[src/rtl/mips_mem_pkg.sv]
// Shared encodings for the MIPS data-memory access path: access sizes and the
// state encoding of the sub-word store sequencer in mem_access_unit.
package mips_mem_pkg;

    // Access size as carried on req_size; 2'b11 is reserved and handled as a word.
    localparam logic [1:0] SZ_BYTE = 2'b00;
    localparam logic [1:0] SZ_HALF = 2'b01;
    localparam logic [1:0] SZ_WORD = 2'b10;

    // Sub-word store sequencer: IDLE serves every access in one cycle, READ
    // fetches the target word, WRITE stores the merged word.
    typedef enum logic [1:0] {
        ST_IDLE  = 2'b00,
        ST_READ  = 2'b01,
        ST_WRITE = 2'b10
    } mau_state_e;

    // Sizes that require a read-modify-write when stored.
    function automatic logic is_subword(input logic [1:0] size);
        return (size == SZ_BYTE) || (size == SZ_HALF);
    endfunction

endpackage

[src/rtl/mau_lane_ext.sv]
// Load-data lane selection: picks the addressed byte or half out of a 32-bit
// little-endian memory word and sign- or zero-extends it to 32 bits.
// Word (and reserved) sizes pass the word through unchanged.
module mau_lane_ext
    import mips_mem_pkg::*;
(
    input  logic [31:0] word,
    input  logic [1:0]  offset,
    input  logic [1:0]  size,
    input  logic        sign_ext,
    output logic [31:0] data
);

    logic [7:0]  byte_sel;
    logic [15:0] half_sel;

    // Select the addressed lane and extend it according to sign_ext.
    always_comb begin
        byte_sel = word[{offset, 3'b000} +: 8];
        half_sel = offset[1] ? word[31:16] : word[15:0];
        data     = word;
        case (size)
            SZ_BYTE: data = {{24{sign_ext & byte_sel[7]}}, byte_sel};
            SZ_HALF: data = {{16{sign_ext & half_sel[15]}}, half_sel};
            default: data = word;
        endcase
    end

endmodule

[src/rtl/mem_access_unit.sv]
// Load/store front-end for the 1 KB data memory of the single-cycle MIPS core.
// Loads and word stores complete in the request cycle; byte/half stores run a
// three-cycle read-modify-write (IDLE -> READ -> WRITE) while stalling the core.
// Optional build macro: MAU_ALIGN_CHECK_EN enables the alignment fault
// (misalign) and suppresses faulting accesses; otherwise misalign is tied low
// and unused low address bits are ignored.
//
// Handshake: a request is taken whenever req_valid is high in IDLE; the core
// must hold the instruction while stall is high, and it retires the access on
// the first rising edge at which stall is low. While READ/WRITE run, req_* are
// ignored and only the captured cap_* values are used.
module mem_access_unit
    import mips_mem_pkg::*;
#(
    parameter int ADDR_W = 10
) (
    input  logic              clk,
    input  logic              rst_n,
    input  logic              req_valid,
    input  logic              req_we,
    input  logic [1:0]        req_size,
    input  logic              req_signed,
    input  logic [31:0]       req_addr,
    input  logic [31:0]       req_wdata,
    output logic              stall,
    output logic [31:0]       rdata,
    output logic              misalign,
    output logic [ADDR_W-1:0] dm_addr,
    output logic [31:0]       dm_din,
    output logic              dm_we,
    input  logic [31:0]       dm_dout,
    output mau_state_e        dbg_state
);

    mau_state_e        state;
    mau_state_e        state_nxt;

    // Captured sub-word store; only the low half of the store data can ever
    // land in memory, so only that much is kept.
    logic [ADDR_W-1:0] cap_addr;
    logic [1:0]        cap_size;
    logic [15:0]       cap_wdata;
    logic              cap_load;
    logic [31:0]       rd_buf;

    logic [ADDR_W-1:0] req_word_addr;
    logic [ADDR_W-1:0] cap_word_addr;
    logic [31:0]       ext_data;
    logic [31:0]       merged;
    logic              mis_req;
    logic              dm_we_raw;
    logic              unused_addr_hi;

    assign req_word_addr  = {req_addr[ADDR_W-1:2], 2'b00};
    assign cap_word_addr  = {cap_addr[ADDR_W-1:2], 2'b00};
    assign unused_addr_hi = ^req_addr[31:ADDR_W];
    assign dbg_state      = state;

`ifdef MAU_ALIGN_CHECK_EN
    // Misaligned half/word requests fault in IDLE and are not performed.
    always_comb begin
        mis_req = 1'b0;
        if (req_valid && (state == ST_IDLE)) begin
            if (req_size == SZ_HALF)
                mis_req = req_addr[0];
            else if (req_size[1])
                mis_req = (req_addr[1:0] != 2'b00);
        end
    end
`else
    // Without the alignment check every access is performed on its word.
    always_comb begin
        mis_req = 1'b0;
    end
`endif

    assign misalign = mis_req;

    mau_lane_ext u_lane_ext (
        .word     (dm_dout),
        .offset   (req_addr[1:0]),
        .size     (req_size),
        .sign_ext (req_signed),
        .data     (ext_data)
    );

    // Replace the addressed lane of the fetched word with the captured data.
    always_comb begin
        merged = rd_buf;
        if (cap_size == SZ_BYTE)
            merged[{cap_addr[1:0], 3'b000} +: 8] = cap_wdata[7:0];
        else if (cap_size == SZ_HALF)
            merged[{cap_addr[1], 4'b0000} +: 16] = cap_wdata;
    end

    // Next-state and memory-port/core outputs for the sequencer.
    always_comb begin
        state_nxt = state;
        stall     = 1'b0;
        dm_we_raw = 1'b0;
        dm_addr   = '0;
        dm_din    = '0;
        rdata     = '0;
        cap_load  = 1'b0;
        case (state)
            ST_IDLE: begin
                if (req_valid && !mis_req) begin
                    dm_addr = req_word_addr;
                    if (!req_we) begin
                        rdata = ext_data;
                    end else if (is_subword(req_size)) begin
                        stall     = 1'b1;
                        cap_load  = 1'b1;
                        state_nxt = ST_READ;
                    end else begin
                        dm_we_raw = 1'b1;
                        dm_din    = req_wdata;
                    end
                end
            end
            ST_READ: begin
                dm_addr   = cap_word_addr;
                stall     = 1'b1;
                state_nxt = ST_WRITE;
            end
            ST_WRITE: begin
                dm_addr   = cap_word_addr;
                dm_din    = merged;
                dm_we_raw = 1'b1;
                state_nxt = ST_IDLE;
            end
            default: begin
                state_nxt = ST_IDLE;
            end
        endcase
    end

    // Reset drops the write enable at once so an aborted store writes nothing.
    assign dm_we = dm_we_raw & rst_n;

    // Sequencer state register.
    always_ff @(posedge clk or negedge rst_n) begin
        if (!rst_n)
            state <= ST_IDLE;
        else
            state <= state_nxt;
    end

    // Capture the sub-word store when the sequence starts.
    always_ff @(posedge clk or negedge rst_n) begin
        if (!rst_n) begin
            cap_addr  <= '0;
            cap_size  <= SZ_BYTE;
            cap_wdata <= '0;
        end else if (cap_load) begin
            cap_addr  <= req_addr[ADDR_W-1:0];
            cap_size  <= req_size;
            cap_wdata <= req_wdata[15:0];
        end
    end

    // Hold the word fetched during READ for the merge in WRITE.
    always_ff @(posedge clk or negedge rst_n) begin
        if (!rst_n)
            rd_buf <= '0;
        else if (state == ST_READ)
            rd_buf <= dm_dout;
    end

endmodule

[config.mk]
export PLATFORM = sky130hd
export DESIGN_NAME = mem_access_unit
export DESIGN_NICKNAME = d
export VERILOG_FILES = /design/src/rtl/mips_mem_pkg.sv /design/src/rtl/mau_lane_ext.sv /design/src/rtl/mem_access_unit.sv
export SDC_FILE = /design/constraint.sdc
export NUM_CORES = 1
export LEC_CHECK = 0
export ABC_AREA = 0
export CAP_MARGIN = 20
export CORE_UTILIZATION = 33
export CTS_CLUSTER_DIAMETER = 150
export DETAILED_ROUTE_END_ITERATION = 6
export DONT_BUFFER_PORTS = 1
export PLACE_DENSITY = 0.56
export SLEW_MARGIN = 20
export SYNTH_ARGS = -nofsm -noshare
export SYNTH_HDL_FRONTEND = slang
export SYNTH_SLANG_ARGS = --single-unit
[constraint.sdc]
create_clock -name clk -period 3.65 [get_ports clk]
set_clock_uncertainty 0.15 [all_clocks]
set_input_delay 0.1825 -clock clk [delete_from_list [all_inputs] [get_ports clk]]
set_output_delay 0.1825 -clock clk [all_outputs]
set_load 0.005 [all_outputs]
# Yosys cells after proc, flatten, opt, wreduce, memory -nomap -nowiden
# Index checks and enable logic that the tools add are counted.
[totals]
regBits = 62
input_bits = 103
[classes]
addsub = 2
muxes = 28
bitwise = 3
n_eq_ne = 7
n_shift = 5
n_reduce_logical = 6
[ops]
columns = ["op", "n"]
rows = [
  ["32-bit 2-to-1 mux", 8],
  ["32-bit case mux with 2 select lines", 2],
  ["32-bit bitwise mux", 2],
  ["16-bit by 7-bit variable shift with 32-bit output, first input constant", 1],
  ["8-bit by 7-bit variable shift with 32-bit output, first input constant", 1],
  ["16-bit by 7-bit variable part select with 32-bit output", 1],
  ["32-bit by 6-bit variable part select with 8-bit output", 1],
  ["8-bit by 7-bit variable part select with 32-bit output", 1],
  ["10-bit case mux with 2 select lines", 1],
  ["16-bit 2-to-1 mux", 1],
  ["5-bit negation with 7-bit output", 2],
  ["10-bit 2-to-1 mux", 1],
  ["1-bit 2-to-1 mux", 7],
  ["2-bit by 1-bit equality test with 1-bit output, second input constant", 3],
  ["2-bit zero test", 3],
  ["2-bit 2-to-1 mux", 3],
  ["2-bit inequality test, second input constant", 3],
  ["1-bit case mux with 2 select lines", 2],
  ["2-bit case mux with 2 select lines", 1],
  ["1-bit AND", 3],
  ["3-bit AND reduction", 1],
  ["2-bit equality test, second input constant", 1],
  ["2-bit OR reduction", 1],
  ["1-bit logical OR", 1],
]

# Logic depth before layout (Yosys ltp)
# Gate-level depths: netlist (run 1).
[depth]
depth_word = 7
depth_mapped = 7

# Cells and area by module
# From an unflattened synthesis (run 1), not the netlist that was laid out.
[hier_totals]
cells_unflattened = 585
hier_area_um2 = 4971.0
[modules_own_cells]
columns = ["module", "seq_area_each_um2", "instances", "cells_per_inst", "area_each_um2"]
rows = [
  ["mem_access_unit", 1551.5, 1, 462, 4265.3],
  ["mau_lane_ext", 0.0, 1, 123, 705.7],
]

# Least setup slack after synthesis (run 1)
# Ideal clock, no wire load.
[synth_timing]
kind = "register to output"
from = "register cap_addr[1]"
to = "output port dm_din[16]"
setup_slack_ns = 1.431
path_stages_with_launch = 6
required_ns = 3.317
arrival_time_ns = 1.887
n_path_buf = 0
cell_sequence = "dfrtp_1 clkinv_1 ha_1 nor4b_2 a221o_1 a22o_1"
[synth_between]
elab_chain_cells = 6
elab_cells_between_ends = 11
[synth_rtl]
columns = ["element", "line", "text"]
rows = [
  ["start, declared", "mem_access_unit.sv:40", "logic [ADDR_W-1:0] cap_addr;"],
  ["start signal, assigned", "mem_access_unit.sv:156", "cap_addr <= req_addr[ADDR_W-1:0];"],
  ["5-bit negation with 7-bit output", "mem_access_unit.sv:93", "merged[{cap_addr[1], 4'b0000} +: 16] = cap_wdata;"],
  ["16-bit by 7-bit variable part select with 32-bit output or 16-bit by 7-bit variable shift with 32-bit output (tied branches)", "mem_access_unit.sv:93", ""],
  ["32-bit bitwise mux", "mem_access_unit.sv:93", ""],
  ["32-bit 2-to-1 mux", "mem_access_unit.sv:92", "else if (cap_size == SZ_HALF)"],
  ["32-bit 2-to-1 mux (*)", "mem_access_unit.sv:90", "if (cap_size == SZ_BYTE)"],
  ["32-bit case mux with 2 select lines (*)", "mem_access_unit.sv:105", "case (state)"],
  ["end, declared", "mem_access_unit.sv:29", "output logic [31:0] dm_din,"],
]
# Every way passes the cells marked *; elsewhere a longest branch is shown, timed or not.

# Final worst setup path (run 1)
# Ends and elaborated chain as after synthesis.

==> reports/results.txt, run 1 <==
The final route contains 4393 vias. Derived from the worst setup path, the maximum achievable clock frequency is 0.334 GHz. The internal portion of the total power is 2.59 mW. After detailed routing, the number of vias per cell comes to 5.99.

In the global route stage, overall resource usage came out at 22.5%. After legalization and detailed placement, the total HPWL measured 11400 um. The period utilization was 82.0%.

The remaining antenna violation count after routing was 0; the multiplexer share of the synthesized area was 16.2%. The path with the worst hold slack has its endpoint at dbg_state[1]. The number of buffers added by the clock tree synthesis step was 9. The tools report the clock network power share as 19.1%. The worst-case vdd ir drop is 0.256 mV.

In the routed design, unresolved DRC markers number 0. For the synthesized cell area, the log shows 4650 um2. The cell depth of the worst min-delay path works out to 4. The critical path's largest stage delay was 0.72 ns. For the final estimated routing congestion in global placement, the log shows 0.899. The run gives 0 as the overall overflow remaining after global route. The die is 121 um tall.

For the final cell count without fillers, the log shows 733. The share of synthesized cell area in and, or, nand and nor gates was 10.4%; the number of diodes added for antenna fixing was 0. The analysis attributes to net switching a power of 1.95 mW.

The run gives 2.35 nW as the leakage power figure. For this configuration, the core starts out at a cell density of 33.6%. Synthesized area per cell: 9.10 um2. The run gives 33.4% as the sequential share of the synthesized area. Of the total synthesized cell area, the portion taken by full adders, half adders and majority gates is 2.42%. The arrival time at the worst endpoint came out at 2.66 ns. The logs give 33.2% for the share of power burned in registers and 182 for the I/O pin count.

The flop and latch count out of synthesis was 62; the cell count after synthesis was 511. The power density of the placed cells was 799 nW/um2; the number of gates resized after cts was 0. The setup path with the least slack is of type reg -> out. The number of global-route vias before repair was 4379. Buffers placed on the I/O ports in this run total 0.

The share of synthesized flip-flops with an asynchronous set or reset was 100%. The tools report the register area as 1550 um2. The minimum clock period after layout came out at 2.99 ns. At the pin with the least slew margin, the transition time is 0.835 ns. For the final net count, the log shows 660. The cell area after placement is 4730 um2, and the final count of pins violating max slew is 0.

The fraction of power spent switching nets came out at 43.0%. The run finished with clean final reports. For the number of antenna violations at the first check in global routing, the log shows 0.

In this run the worst hold path is classified as in -> reg. For this design, the sink count on the clock tree is 62. Summed over all failing endpoints, the final setup total negative slack is 0 ns. At the end of the flow the core is filled with cells to 41.1%. The design area was 5680 um2; the share of power burned in combinational logic was 47.7%. The post-route netlist has 18.1% of its cells at a drive strength greater than 1.

At the later pin of the worst-skew pair, clock insertion delay measures 0.34 ns. Critical path's top delay family: simple AND/OR/NAND/NOR gates. Count of endpoints failing hold in the final timing report: 0.

The startpoint of the lowest-slack hold path is req_valid. Walking the worst path, the cells encountered are clkinv_1, ha_1, nor4b_2, a221o_1, a22o_1. Placement row count: 43. Critical path launch point type: a flip-flop.

The number of detailed-routing iterations run before antenna repair was 5; the total number of H-tree levels was 3. Compared with the post-synthesis result, the final layout area differs by 22.2%. The die covers 14600 um2. Die outline width: 121 um. The run gives 1.54 ns as the flop-to-flop setup slack. Clock tree synthesis selected as its root buffer the cell sky130_fd_sc_hd__clkbuf_16. TritonCTS built the clock tree. Entering global routing, the biggest net connects 63 pins. Dividing the detail-routed wire length by the instance count gives 22.0 um. The tools report the number of warning messages in the yosys log as 0. Among all stages on the critical path, the largest delay is contributed by sky130_fd_sc_hd__nor4b_2. The xor/xnor share of the synthesized area came out at 0%. For the worst flop-to-flop path, the logic depth is 6.

After the first detailed-routing iteration, the DRC count stood at 320. Setup repair after global routing left no endpoint under its margin. Counting tap cells, the placed design contains a total of 654 instances. The total buffers and inverters traversed by the critical path works out to 1. After synthesis, the largest family of logic cells by area is compound AO/OA/AOI/OAI gates.

Final wirelength: 16100 um. The required time of the critical path is 3.32 ns, and the maximum fanout encountered on the critical timing path is 11. Counting along the longest clock path gives a buffer depth of 2.

The run gives 2820 um2 as the area of the multi-input gates. The most frequently used flop master after synthesis is sky130_fd_sc_hd__dfrtp_1. After clock tree synthesis, the clock-pin slew on the worst setup and hold paths is 0.06 ns. The number of inserted filler cells in the final layout is 1390.

The first global-routing pass estimated 25100 um of wire. The total core area was 13800 um2; the final number of setup-violating endpoints was 0. Across the run, the number of max-cap violations was 0. The completed layout was analyzed and its total power is 4.54 mW. The number of synthesized flops with an enable pin came out at 0.

In this run the critical register-to-register path is launched from dbg_state[0]. The type of element capturing the critical path was an output port. The tools report the terminus of the critical flop-to-flop path as cap_addr[8]. The number of unique standard cell types used by synthesis was 51; the worst slew slack as a fraction of its limit was 44.2%.

The complex-gate fraction of the synthesized area came out at 31.4%.
==> layer usage <==
metal / wire length [um] / GRT usage [%] / vias to the layer above
met4: 248 / 6.71 / 0
met3: 1330 / 4.86 / 24
met1: 7260 / 31.4 / 2150
met5: 0 / 0 / -
li1: - / - / 2016
met2: 7280 / 34.8 / 203
==> synthesized netlist by cell type (2+ instances only) <==
master                     number  area share [%]
sky130_fd_sc_hd__nand2_1       66             5.3
sky130_fd_sc_hd__dfrtp_1       62              33
sky130_fd_sc_hd__mux2_2        57              14
sky130_fd_sc_hd__o21ai_0       43             4.6
sky130_fd_sc_hd__a21oi_1       27             2.9
sky130_fd_sc_hd__clkbuf_1      26             2.1
sky130_fd_sc_hd__o22ai_1       24             3.2
sky130_fd_sc_hd__a22o_1        17             3.2
sky130_fd_sc_hd__inv_1         17             1.4
sky130_fd_sc_hd__a221oi_1      16             3.0
sky130_fd_sc_hd__a221o_1       15             3.2
sky130_fd_sc_hd__a22oi_1       15             2.4
sky130_fd_sc_hd__nor2_1        15             1.2
sky130_fd_sc_hd__buf_2         12             1.3
sky130_fd_sc_hd__ha_1           9             2.4
sky130_fd_sc_hd__a211oi_1       8             1.3
sky130_fd_sc_hd__a21o_1         8             1.3
sky130_fd_sc_hd__mux2_1         8             1.9
sky130_fd_sc_hd__a221oi_2       7             2.3
sky130_fd_sc_hd__o31ai_1        7             1.1
sky130_fd_sc_hd__o32ai_1        7             1.3
sky130_fd_sc_hd__buf_1          4            0.32
sky130_fd_sc_hd__nand2b_1       4            0.54
sky130_fd_sc_hd__buf_4          3            0.48
sky130_fd_sc_hd__nor3_1         3            0.32
sky130_fd_sc_hd__and2_1         2            0.27
sky130_fd_sc_hd__and3_1         2            0.27
sky130_fd_sc_hd__inv_2          2            0.16
sky130_fd_sc_hd__mux2i_1        2            0.43
sky130_fd_sc_hd__o21a_1         2            0.32
==> kinds of logic after synthesis <==
kind of cell | Yosys count
other | 1
AO/OA/AOI/OAI | 200
AND/OR/NAND/NOR | 105
multiplexers | 67
buffers and inverters | 67
flip-flops | 62
adder cells (fa/ha/maj) | 9
==> state kept, by name (all words and copies together) (netlist names) <==
| register | cells |
|---|---|
| cap_addr | 10 |
| cap_size | 2 |
| cap_wdata | 16 |
| dbg_state | 2 |
| rd_buf | 32 |
==> worst max-delay path by stage <==
stage / from / slack (ns) / end / cells after the start
2_1_floorplan: cap_addr[1] / 1.43 / dm_din[16] / 5
3_3_place_gp: cap_addr[1] / 1.09 / dm_din[16] / 5
3_5_place_dp: cap_addr[1] / 1.08 / dm_din[20] / 5
4_1_cts: cap_addr[1] / 0.69 / dm_din[20] / 5
5_1_grt: cap_addr[1] / 0.56 / dm_din[19] / 5
6_report: cap_addr[1] / 0.66 / dm_din[16] / 5
==> cells in the final DEF, fill, tap and decap left out, types with 9 or more instances in the layout <==
cell,n
sky130_fd_sc_hd__nand2_1,66
sky130_fd_sc_hd__dfrtp_1,62
sky130_fd_sc_hd__dlygate4sd3_1,62
sky130_fd_sc_hd__mux2_2,57
sky130_fd_sc_hd__o21ai_0,43
sky130_fd_sc_hd__a21oi_1,27
sky130_fd_sc_hd__o22ai_1,24
sky130_fd_sc_hd__inv_1,17
sky130_fd_sc_hd__a22o_1,17
sky130_fd_sc_hd__a221oi_1,16
sky130_fd_sc_hd__a22oi_1,15
sky130_fd_sc_hd__a221o_1,15
sky130_fd_sc_hd__nor2_1,14
sky130_fd_sc_hd__ha_1,9
sky130_fd_sc_hd__clkbuf_16,9
==> what timing repair did <==
action / 4_1_cts / 5_1_grt
buffers inserted: 0 / 0
hold buffers: 63 / 0
endpoints found under the setup margin: 0 / 0
hold endpoints to repair: 123 / 0
==> worst reg2reg max path, cell delays in order (launching register included) <==
cell	delay [ns]
sky130_fd_sc_hd__dfrtp_1	0.45
sky130_fd_sc_hd__inv_1	0.10
sky130_fd_sc_hd__ha_1	0.27
sky130_fd_sc_hd__nand3_1	0.14
sky130_fd_sc_hd__nand2b_1	0.11
sky130_fd_sc_hd__buf_4	0.37
sky130_fd_sc_hd__mux2_2	0.40
==> layout make-up <==
| type | count | share of cell area, % |
|---|---|---|
| clock inverter | 6 | 1.08 |
| sequential | 62 | 27.3 |
| inverter | 20 | 1.32 |
| clock buffer | 10 | 4.21 |
| multi-input combinational | 384 | 49.6 |
| tap | 180 | 3.96 |
| timing repair buffer | 71 | 12.5 |
==> power by group through the flow <==
stage                     Clock (mW)  Sequential [mW]  Combinational [mW]
after floorplan                    0             1.30                1.71
after global placement             0             1.48                2.02
after detailed placement           0             1.50                2.07
after CTS                      0.885             1.49                2.16
after global routing           0.920             1.55                2.36
final                          0.866             1.51                2.17
==> stage by stage <==
stage,setup slack [ns],hold slack [ns]
after global placement,1.09,-0.261
after CTS,0.693,0.0355
after detailed placement,1.08,-0.260
after floorplan,1.43,-0.263
final,0.657,0.0345
after global routing,0.561,0.0922
Note: power is estimated with default switching activity, not from simulation.
==> run 2, diff against run 1 <==
- ABC_AREA: 0 -> 1
- clock period: 3.65 -> 2.8 ns (I/O delays scaled with it)
==> reports/results.txt, run 2 <==
The flop and latch count out of synthesis is 62 (unchanged), and the largest net degree at the start of global routing is 63 (unchanged). The logs give 32.0% (-1.4 points) for the sequential share of the synthesized area and 0 ns (unchanged) for the final setup TNS. The area share of the largest cell type after synthesis is 32.0% (-1.4 points). In the final layout, the registers with the most flip-flops are rd_buf x32, cap_wdata x16, cap_addr x10. The post-placement worst setup slack is 0.618 ns (-0.464 ns), and the overall overflow remaining after global route is 0 (unchanged).

Most frequently used flop master after synthesis: sky130_fd_sc_hd__dfrtp_1. In the layout the commonest cells are 240 x sky130_fd_sc_hd__nand2_1, 78 x sky130_fd_sc_hd__o21ai_0, 74 x sky130_fd_sc_hd__inv_1, 74 x sky130_fd_sc_hd__a21oi_1, 65 x sky130_fd_sc_hd__nor2_1. The final number of setup-violating endpoints is 0 (unchanged). The final estimated routing congestion in global placement was 0.914 (+1.7%); the total of buffers placed on input and output ports was 0 (unchanged). The count of endpoints failing hold in the final timing report is 0 (unchanged), and the via density per instance is 5.00 (-17%). The launching point of the worst reg2reg path is dbg_state[0]. The maximum fanout encountered on the critical timing path is 12 (+1). The tools report the worst-case vdd ir drop as 0.460 mV (+80%). Compared with the post-synthesis result, the final layout area differs by 22.0%. For the I/O pin count, the log shows 182 (unchanged). Effective utilization at floorplan: 34.4% (+0.77 points). Critical path class: reg -> out. The tools report the clock latency on the worst-skew pair as 0.33 ns (about the same). The startpoint identified for the worst hold timing path is req_size[0]. The share of power burned in registers is 28.0% (-5.2 points), and the number of flip-flops under the largest register name is 32 (unchanged). Most repeated library cell on the critical path: sky130_fd_sc_hd__nand2_1.

The run gives 2.51 ns (-0.81 ns) as the required time of the critical path. Setup repair after global routing left no endpoint under its margin. The number of detailed-routing iterations run before antenna repair came out at 5 (unchanged). The die extent in y works out to 123 um (+2.1%). For the arrival time at the worst endpoint, the log shows 2.24 ns (-0.42 ns). The fraction of power spent switching nets came out at 45.5% (+2.5 points).

The clock tree buffer depth was 2 (unchanged); the minimum clock period after layout was 2.53 ns. Most common cell in the netlist: sky130_fd_sc_hd__nand2_1. The die area was 15200 um2 (+4.2%). In the post-synthesis netlist, the biggest area contributors are sky130_fd_sc_hd__dfrtp_1 32%, sky130_fd_sc_hd__nand2_1 19%, sky130_fd_sc_hd__o21ai_0 8.1%. Register containing the most flip-flops in the final layout: rd_buf. After synthesis, the most frequently instantiated cells are 240 x sky130_fd_sc_hd__nand2_1, 78 x sky130_fd_sc_hd__o21ai_0, 74 x sky130_fd_sc_hd__a21oi_1, 74 x sky130_fd_sc_hd__inv_1, 65 x sky130_fd_sc_hd__nor2_1. The number of maximum-capacitance violations was 0 (unchanged); the number of global-route vias before repair was 4470 (+2.1%). For the number of inserted filler cells in the final layout, the log shows 1530 (+10%). The worst path uses 90.5% of the clock period.

The tools report the final HPWL from detailed placement as 11800 um (+3.3%). The detailed-route wire length per cell is 16.3 um (-26%). The area of the multi-input gates is 2760 um2 (-2.1%), and the number of buffers added by the clock tree synthesis step is 9 (unchanged). Synthesized cell area: 4850 um2 (+4.3%). The run gives 0 (unchanged) as the final count of pins violating max slew. Wire length of the first global-routing pass: 24600 um (-2.0%). The overall via count from detail_route is 4877 (+11%), and the maximum operating frequency is 0.395 GHz. The worst register-to-register path ends at cap_wdata[7].

The number of synthesized flops with an enable pin is 0 (unchanged). Slowest stage cell on the critical path: sky130_fd_sc_hd__dfrtp_1. The tree is rooted in a sky130_fd_sc_hd__clkbuf_16. The tools report the remaining antenna violation count after routing as 0 (unchanged).

For the number of antenna violations at the first check in global routing, the log shows 0 (unchanged). The final wirelength was 16000 um (-0.97%); the post-layout worst setup margin was 0.266 ns (-0.391 ns). TritonCTS built the clock tree. Of all cell types, the one taking the most synthesized area is sky130_fd_sc_hd__dfrtp_1.

Die outline width: 123 um (+2.1%). The critical path's largest stage delay was 0.44 ns (-0.28 ns); the share of synthesized flip-flops with an asynchronous set or reset was 100% (unchanged). The type of element capturing the critical path is an output port. The clock network power share is 21.0% (+1.9 points). The register area came out at 1550 um2 (unchanged). For hold timing, the worst endpoint is cap_size[0]. The total clock sinks came out at 62 (unchanged). The net switching power is 2.78 mW (+42%), and the share of power burned in combinational logic is 51.0% (+3.3 points). The total number of H-tree levels is 3 (unchanged), and the share of post-route cells with drive strength above 1 is 7.91% (-10 points). Traced cell by cell, the critical path runs through inv_1, ha_1, inv_1, nand2_1, nor2_1, nand3_1, nand2_1, nand2_1, o21ai_0. The critical path launch point type was a flip-flop. The flop-to-flop setup slack was 0.83 ns (-0.71 ns).

The logs give 2.87 nW (+22%) for the leakage power figure and 0 (unchanged) for the number of warning messages in the yosys log. The pin slew with the least headroom to its limit came out at 0.685 ns (-0.150 ns). Clock transition at the register clock pins on the worst setup and hold paths after CTS: 0.05 ns (about the same). The tools report the placement row count as 43 (unchanged).

The logs give 54.3% (+10 points) for the worst slew slack as a fraction of its limit and 0 (unchanged) for the number of diodes added for antenna fixing. The detailed router's first-iteration violation count was 297 (-7.2%). The depth of the worst register-to-register path is 7 (+1), and the power density of the placed cells is 1030 nW/um2 (+29%). The worst min-delay path class was in -> reg. The cell-internal power is 3.33 mW (+29%). The flow ran to the end, and the final reports show no timing, DRC or antenna violations.

The final net count is 904 (+37%), and the post-route DRC violation count is 0 (unchanged). For the number of unique standard cell types used by synthesis, the log shows 30 (-41%). Synthesized area per cell: 6.45 um2 (-29%).

The run gives 752 (+47%) as the cell count after synthesis. Most frequent standard cell in the layout excluding fill and tap cells: sky130_fd_sc_hd__nand2_1. Cell depth of the worst min-delay path: 2 (-2). The logs give 14100 um2 (+1.9%) for the total core area and 21.4% (-1.2 points) for the total routing resource utilization after global routing.
run 2: changes by cell type in the layout (fill, tap and decap cells not counted), sizes merged, moves of 23 or more:
| cell | delta |
|---|---|
| o21ai | +45 |
| nor2 | +52 |
| inv | +59 |
| nand2 | +179 |
| mux2 | -57 |
| a21oi | +53 |
| a221oi | -23 |
| o22ai | -25 |
| nand3 | +28 |
run 2: area by class of cell:
cell class	count	area share, %
multi-input combinational	567	46.7
sequential	62	26.2
timing repair buffer	74	12.5
inverter	78	5.08
clock buffer	11	4.10
tap	180	3.81
clock inverter	4	1.61
run 2: worst max-delay path: cells and delay by family, from the launching register on:
kind                       cells  cell delay (ns)
adders and majority gates      1             0.19
AOI/OAI and AO/OA              1             0.28
buffers and inverters          2             0.40
DFF                            1             0.44
and+or+nand+nor                5             0.59
run 2: power by group through the flow:
| stage | clock, mW | combinational (mW) | sequential, mW |
|---|---|---|---|
| 3_3_place_gp | 0 | 2.99 | 1.70 |
| 2_1_floorplan | 0 | 2.38 | 1.57 |
| 4_1_cts | 1.29 | 3.11 | 1.70 |
| 6_report | 1.28 | 3.11 | 1.71 |
| 3_5_place_dp | 0 | 3.00 | 1.71 |
| 5_1_grt | 1.33 | 3.52 | 1.75 |
run 2: worst max path at each step:
stage                             to  slack [ns]  cells past startpoint   startpoint
final                     dm_din[25]        0.27                      9  cap_addr[1]
after global routing       dm_din[0]        0.10                      7  cap_addr[0]
after CTS                 dm_din[25]        0.26                      9  cap_addr[1]
after detailed placement  dm_din[25]        0.62                      9  cap_addr[1]
after global placement    dm_din[25]        0.65                      9  cap_addr[1]
after floorplan            dm_din[0]        0.91                      7  cap_addr[0]
run 2: cell families (layout without fill, tap and decap cells):
| family | after synthesis | count (layout) | share of synthesized area (%) |
|---|---|---|---|
| AOI/OAI and AO/OA | 198 | 198 | 22.6 |
| adders and majority gates | 9 | 9 | 2.32 |
| buffers and inverters | 125 | 167 | 11.3 |
| DFF | 62 | 62 | 32.0 |
| muxes | 8 | 8 | 2.48 |
| other | 1 | 3 | 0.0774 |
| and+or+nand+nor | 349 | 349 | 29.1 |
run 2: metrics by stage:
step           hold WS, ns  std cells  util (%)  total power [mW]  cell area, um2
2_1_floorplan       -0.306        754         -              3.94            4850
3_3_place_gp        -0.303        899      35.0              4.69            4940
3_5_place_dp        -0.303        899      35.0              4.71            4940
4_1_cts            0.00816        976      42.0              6.10            5920
5_1_grt             0.0654        976      42.0              6.60            5920
6_report            0.0151        976      42.0              6.10            5920
run 2: metal layers:
metal | global-route usage [%] | part of all wire [%]
met5 | 0 | 0
met4 | 7.08 | 1.7
met3 | 4.29 | 7.1
met2 | 30.9 | 42
met1 | 31.5 | 49
run 2: repair_timing:
action | in CTS | in global routing
endpoints found under the setup margin | 0 | 0
buffers inserted | 0 | 0
hold buffers | 62 | 0
gates resized for setup | 0 | 0
endpoints found under the hold margin | 122 | 0
